==> config.mk <==
export PLATFORM = sky130hd
export DESIGN_NAME = json_feedback_rx
export DESIGN_NICKNAME = d
export VERILOG_FILES = /design/src/rtl/json_feedback_rx.sv
export SDC_FILE = /design/constraint.sdc
export NUM_CORES = 1
export LEC_CHECK = 0
export ABC_AREA = 1
export BUFFER_PORTS_ARGS = -buffer_cell sky130_fd_sc_hd__buf_2
export CAP_MARGIN = 20
export CORE_AREA = 2 2 206 127
export CTS_CLUSTER_DIAMETER = 50
export DETAILED_ROUTE_END_ITERATION = 10
export DIE_AREA = 0 0 208 129
export GPL_TIMING_DRIVEN = 0
export PLACE_DENSITY = 0.59
export SYNTH_ARGS = -nofsm -noshare
export SYNTH_HDL_FRONTEND = slang
export SYNTH_SLANG_ARGS = --single-unit
==> constraint.sdc <==
create_clock -name clk -period 2.34 [get_ports clk]
set_input_delay 0.468 -clock clk [delete_from_list [all_inputs] [get_ports clk]]
set_output_delay 0.468 -clock clk [all_outputs]
set_load 0.03 [all_outputs]
==> src/rtl/json_feedback_rx.sv <==
// Parses rover reply lines {"T":<int>,"L":<dec>,"R":<dec>}\n from a uart_rx byte stream into binary fields.
// Optional inter-byte timeout is built only when JSON_RX_TIMEOUT_EN is defined.
module json_feedback_rx #(
  parameter int MAX_T_DIGITS = 4,
  parameter int T_WIDTH      = 14
`ifdef JSON_RX_TIMEOUT_EN
  , parameter int TIMEOUT_CLKS = 50_000_000/100
`endif
) (
  input  logic               clk,
  input  logic               rst,
  input  logic [7:0]         byte_in,
  input  logic               byte_valid,
  output logic [T_WIDTH-1:0] cmd_type,
  output logic [11:0]        left_speed,
  output logic [11:0]        right_speed,
  output logic               frame_valid,
  output logic               frame_error,
  output logic               busy
);

  typedef enum logic [3:0] {
    IDLE, HDR_T, NUM_T, HDR_L, NUM_L, HDR_R, NUM_R, CLOSE, EOL
  } state_t;

  // Position inside an L/R field: what the next byte may legally be.
  typedef enum logic [2:0] {
    F_SIGN, F_INT, F_DOT, F_FRAC1, F_FRAC2, F_END
  } fphase_t;

  localparam int TCW = $clog2(MAX_T_DIGITS + 1);

  state_t             state;
  fphase_t            f_phase;
  logic [2:0]         idx;
  logic [T_WIDTH-1:0] t_acc;
  logic [TCW-1:0]     t_cnt;
  logic [9:0]         f_mag;
  logic               f_neg;
  logic [11:0]        l_val;
  logic [11:0]        r_val;

  logic               is_digit;
  logic [3:0]         digit;
  logic [2:0]         hdr_pos;
  logic [7:0]         hdr_char;
  logic [7:0]         f_term;
  logic               byte_ok;
  logic               timeout_hit;
  logic [T_WIDTH-1:0] t_mul;
  logic [11:0]        f_val;

  assign is_digit = (byte_in >= "0") && (byte_in <= "9");
  assign digit    = byte_in[3:0];
  assign t_mul    = t_acc * T_WIDTH'(10) + T_WIDTH'(digit);
  assign f_val    = f_neg ? (12'd0 - {2'b00, f_mag}) : {2'b00, f_mag};
  assign f_term   = (state == NUM_L) ? 8'(",") : 8'("}");
  assign busy     = (state != IDLE);

  // All three headers share the pattern ,"x": ; HDR_T skips the leading comma.
  assign hdr_pos = (state == HDR_T) ? idx + 3'd1 : idx;

  // NOTE: every combinational output gets a default first so no path can infer a latch.
  always_comb begin
    hdr_char = 8'(",");
    case (hdr_pos)
      3'd1, 3'd3: hdr_char = 8'("\"");
      3'd2:       hdr_char = (state == HDR_T) ? 8'("T") :
                             (state == HDR_L) ? 8'("L") : 8'("R");
      3'd4:       hdr_char = 8'(":");
      default:    hdr_char = 8'(",");
    endcase
  end

  always_comb begin
    byte_ok = 1'b0;
    case (state)
      IDLE:                byte_ok = 1'b1;
      HDR_T, HDR_L, HDR_R: byte_ok = (byte_in == hdr_char);
      NUM_T:               byte_ok = (is_digit && (t_cnt < TCW'(MAX_T_DIGITS))) ||
                                     ((byte_in == ",") && (t_cnt != '0));
      NUM_L, NUM_R: begin
        case (f_phase)
          F_SIGN:  byte_ok = is_digit || (byte_in == "-");
          F_INT:   byte_ok = is_digit;
          F_DOT:   byte_ok = (byte_in == ".");
          F_FRAC1: byte_ok = is_digit;
          F_FRAC2: byte_ok = is_digit || (byte_in == f_term);
          default: byte_ok = (byte_in == f_term);
        endcase
      end
      EOL:                 byte_ok = (byte_in == "\r") || (byte_in == "\n");
      default:             byte_ok = 1'b0;
    endcase
  end

`ifdef JSON_RX_TIMEOUT_EN
  localparam int CW = $clog2(TIMEOUT_CLKS + 1);
  logic [CW-1:0] idle_cnt;

  assign timeout_hit = busy && !byte_valid && (idle_cnt == CW'(TIMEOUT_CLKS - 1));

  always_ff @(posedge clk or negedge rst) begin
    if (!rst)                                  idle_cnt <= '0;
    else if (byte_valid || !busy || timeout_hit) idle_cnt <= '0;
    else                                       idle_cnt <= idle_cnt + 1'b1;
  end
`else
  assign timeout_hit = 1'b0;
`endif

  // NOTE: sequential state uses non-blocking assignments only, so every register samples pre-edge values.
  always_ff @(posedge clk or negedge rst) begin
    if (!rst) begin
      state       <= IDLE;
      f_phase     <= F_SIGN;
      idx         <= '0;
      t_acc       <= '0;
      t_cnt       <= '0;
      f_mag       <= '0;
      f_neg       <= 1'b0;
      l_val       <= '0;
      r_val       <= '0;
      cmd_type    <= '0;
      left_speed  <= '0;
      right_speed <= '0;
      frame_valid <= 1'b0;
      frame_error <= 1'b0;
    end else begin
      frame_valid <= 1'b0;
      frame_error <= 1'b0;
      if (timeout_hit) begin
        frame_error <= 1'b1;
        state       <= IDLE;
      end else if (byte_valid) begin
        if ((state != IDLE) && !byte_ok) begin
          frame_error <= 1'b1;
          // A stray '{' is treated as the start of the next frame.
          if (byte_in == "{") begin
            state <= HDR_T;
            idx   <= '0;
            t_acc <= '0;
            t_cnt <= '0;
          end else begin
            state <= IDLE;
          end
        end else begin
          case (state)
            IDLE: if (byte_in == "{") begin
              state <= HDR_T;
              idx   <= '0;
              t_acc <= '0;
              t_cnt <= '0;
            end
            HDR_T, HDR_L, HDR_R: begin
              if (hdr_pos == 3'd4) begin
                state   <= (state == HDR_T) ? NUM_T : (state == HDR_L) ? NUM_L : NUM_R;
                f_phase <= F_SIGN;
                f_mag   <= '0;
                f_neg   <= 1'b0;
              end else begin
                idx <= idx + 3'd1;
              end
            end
            NUM_T: begin
              if (is_digit) begin
                t_acc <= t_mul;
                t_cnt <= t_cnt + 1'b1;
              end else begin
                state <= HDR_L;
                idx   <= 3'd1;
              end
            end
            NUM_L, NUM_R: begin
              if (byte_in == "-") begin
                f_neg   <= 1'b1;
                f_phase <= F_INT;
              end else if (byte_in == ".") begin
                f_phase <= F_FRAC1;
              end else if (is_digit) begin
                case (f_phase)
                  F_SIGN, F_INT: begin
                    f_mag   <= {6'd0, digit} * 10'd100;
                    f_phase <= F_DOT;
                  end
                  F_FRAC1: begin
                    f_mag   <= f_mag + {6'd0, digit} * 10'd10;
                    f_phase <= F_FRAC2;
                  end
                  default: begin
                    f_mag   <= f_mag + {6'd0, digit};
                    f_phase <= F_END;
                  end
                endcase
              end else if (state == NUM_L) begin
                l_val <= f_val;
                state <= HDR_R;
                idx   <= 3'd1;
              end else begin
                r_val <= f_val;
                state <= EOL;
              end
            end
            EOL: if (byte_in == "\n") begin
              cmd_type    <= t_acc;
              left_speed  <= l_val;
              right_speed <= r_val;
              frame_valid <= 1'b1;
              state       <= IDLE;
            end
            default: state <= IDLE;
          endcase
        end
      end
    end
  end

endmodule

==> flow_summary.toml <==
[logic_synthesis]
netlist_area_um2 = 7370
synth-async-reset-ratio_pct = 100
synth-edff-count = 0
synthFlopType = "dfrtp_1"
yosysWarningCount = 0
synth.distinct_cells = 44
netlist.area_leader.share_pct = 33.3
synth_seq_cells = 98
seq_area_frac_synth_pct = 33.3
yosys.area.top_type = "dfrtp_1"
synthCells = 1015
synth.avg_cell_area_um2 = 7.26
ys_top_cells_by_area = "dfrtp_1 33%, nand2_1 18%, ha_1 9.2%"
syn_nets = 1086

[sta]
hold_viol = 0
timing.fmax_mhz = 384
slew_violations = 0
max_slew_margin_pct = 52.5
setup_viol = 89
min_period_ns = 2.61
tightest_slew_ns = 0.707
timing.setup.tns_ns = -9.67
rsz0062_at_grt = "true"
fin_crit_sh_pct = 111
clock_skew_ns = 0.0202
fin_ws_ns = -0.267

[route]
wl_per_cell_um = 15.9
vias_per_cell = 4.93
top_layer = "met4"
ant_nets = 0
met2RoutedLength_mm = 9.30
wl_mm = 23.5
wl_met1_mm = 12.5
firstDrtPassIters = 5
drtIter0Drc = 563
via_count = 7308
drc = 0
wl_met3_mm = 1.53

[floorplanning]
die_h_um = 129
num_rows = 45
die-area_um2 = 26800
die_w_um = 208
coreArea_um2 = 24900
start_util_pct = 29.6
pin_count = 52

[layout]
post-route-util_pct = 41.0
fin_nets = 1221
fill_cells = 2506
final_area_um2 = 10200
layout_common_cells = "263 x nand2_1, 89 x inv_1, 87 x dfrtp_1"
synthToLayoutAreaGrowth_pct = 38.3
drive_gt1_share_pct = 33.9
antenna_cells = 0
multi_input_comb_area_um2 = 5230
seqCellArea_um2 = 2470
stdcell_count = 1483
layout_commonest_cell = "nand2_1"

[cts]
clk_latency_ns = 0.36
clk_path_buf_depth = 2
cts_root_buffer = "clkbuf_16"
numCtsBuffers = 9
cts_max_level = 3
cts_sinks = 98
cts_tree = "done"
holdBufCountCts = 0
path_clk_slew_ns = 0.07

[power_and_ir_drop]
p_comb_share_pct = 57.4
power.density_nw_per_um2 = 863
irDropWorstVdd_uv = 402
power_switching_w = 0.00395
p_int_w = 0.00485
switching_share_pct = 44.9
clkPwrFrac_pct = 17.7
leakage_nw = 4.93
seq_power_share_pct = 24.9

[run_status]
violations = "setup timing"
outcome = "finished with violations"

[place]
numPortBuffers = 51
dpl.cell_count = 1396
gp_congestion = 0.877
dp_slack_ns = -1.09
placed_cell_area_um2 = 8130
dp_hpwl_mm = 16.1

[min_path]
hold_class = "primary input to async pin"

[critical_path]
crit_fanout = 3
cp-start-kind = "flip-flop"
worstReg2RegStart = "t_acc[1]"
cp.arrival_ns = 2.89
ff2ff_setup_slack_ns = -0.27
r2r-end = "t_acc[10]"
end_kind = "flip-flop"
crit_required_ns = 2.62
r2r_cells = 13
critical_path_class = "flip-flop to flip-flop"

[global_routing]
antenna_found_initial = 0
grt_overflow = 0
grt_max_degree = 56
grt_pass1_wl_mm = 36.3
track_usage_pct = 16.9
grt_pass1_vias = 6698

[job]
max_cap_viol_count = 0
critical path: stages, from the launching register on:
cell,delay (ns)
dfrtp_1,0.42
ha_4,0.26
ha_4,0.16
inv_2,0.05
fa_2,0.45
nor2_2,0.11
nand4_1,0.14
a21oi_2,0.24
nand3_2,0.15
o21ai_1,0.22
nand3_2,0.10
nand2_1,0.06
nand4_1,0.09
nand2_1,0.09
flip-flops by register name (all words and copies together), names as in the netlist:
signal,cells
f_mag,10
f_phase,3
t_cnt,3
f_neg,1
cmd_type,14
frame_error,1
state,4
t_acc,14
idx,3
frame_valid,1
left_speed,11
r_val,11
right_speed,11
l_val,11
final cells by class:
| type | instances | share of cell area (%) |
|---|---|---|
| multi-input cells | 781 | 51.3 |
| flip-flops and latches | 98 | 24.2 |
| repair buffers | 124 | 10.5 |
| inverters | 105 | 4.07 |
| well taps | 329 | 4.04 |
| plain buffers | 31 | 3.01 |
| clock buffers | 9 | 2.21 |
| clock inverters | 6 | 0.749 |
power by group through the flow:
stage | registers, W | clock network (W) | logic (W)
2_1_floorplan | 0.00211 | 0 | 0.00255
3_3_place_gp | 0.00220 | 0 | 0.00326
3_5_place_dp | 0.00220 | 0 | 0.00329
4_1_cts | 0.00216 | 0.00157 | 0.00391
5_1_grt | 0.00222 | 0.00165 | 0.00552
6_report | 0.00219 | 0.00156 | 0.00505
worst max-delay path by stage:
stage | startpoint | to | slack (ns) | cells past startpoint
floorplan | byte_in[1] | f_mag[8] | -0.16 | 12
global placement | byte_in[2] | t_acc[7] | -1.09 | 14
detailed placement | byte_in[2] | t_acc[7] | -1.09 | 14
CTS | t_acc[1] | t_acc[12] | -0.18 | 15
global route | t_acc[1] | t_acc[10] | -0.45 | 13
finish | t_acc[1] | t_acc[10] | -0.27 | 13
synthesized netlist by cell type, drive strengths merged, types with 2 or more instances:
cell and count:
o21ai 80, nand3 89, buf 22, or2 2, o211ai 4, nor2 58
o31ai 4, o21bai 3, nand3b 10, o22ai 5, dfrtp 98, nor3 8
xor2 16, a21oi 29, nand4 28, ha 54, clkbuf 9, fa 6
xnor2 10, nand2 368, and3 2, inv 105
metal layers:
metal | vias up | GRT usage, %
met2 | 217 | 22.8
met4 | 0 | 2.29
met1 | 3468 | 27.5
li1 | 3604 | -
met3 | 19 | 3.15
met5 | - | 0
through the flow:
step,hold slack (ns),total power [W]
final,0.109,0.00880
after detailed placement,0.460,0.00549
after floorplan,0.172,0.00466
after CTS,0.129,0.00764
after global placement,0.460,0.00546
after global routing,0.151,0.00938
timing repair:
| action | 4_1_cts | 5_1_grt |
|---|---|---|
| buffers inserted | 35 | 32 |
| cloned | 0 | 7 |
| setup endpoints to repair | 98 | 96 |
| pin swaps | 36 | 80 |
| resized for setup | 81 | 226 |
logic make-up after synthesis:
kind of cell	Yosys count	share of synthesized area, %
compound gates	130	10.3
buf+inv	136	8.42
flops	98	33.3
fa+ha+maj	60	10.8
xor+xnor	26	3.09
simple gates	565	34.1
Note: power is estimated with default switching activity, not from simulation.
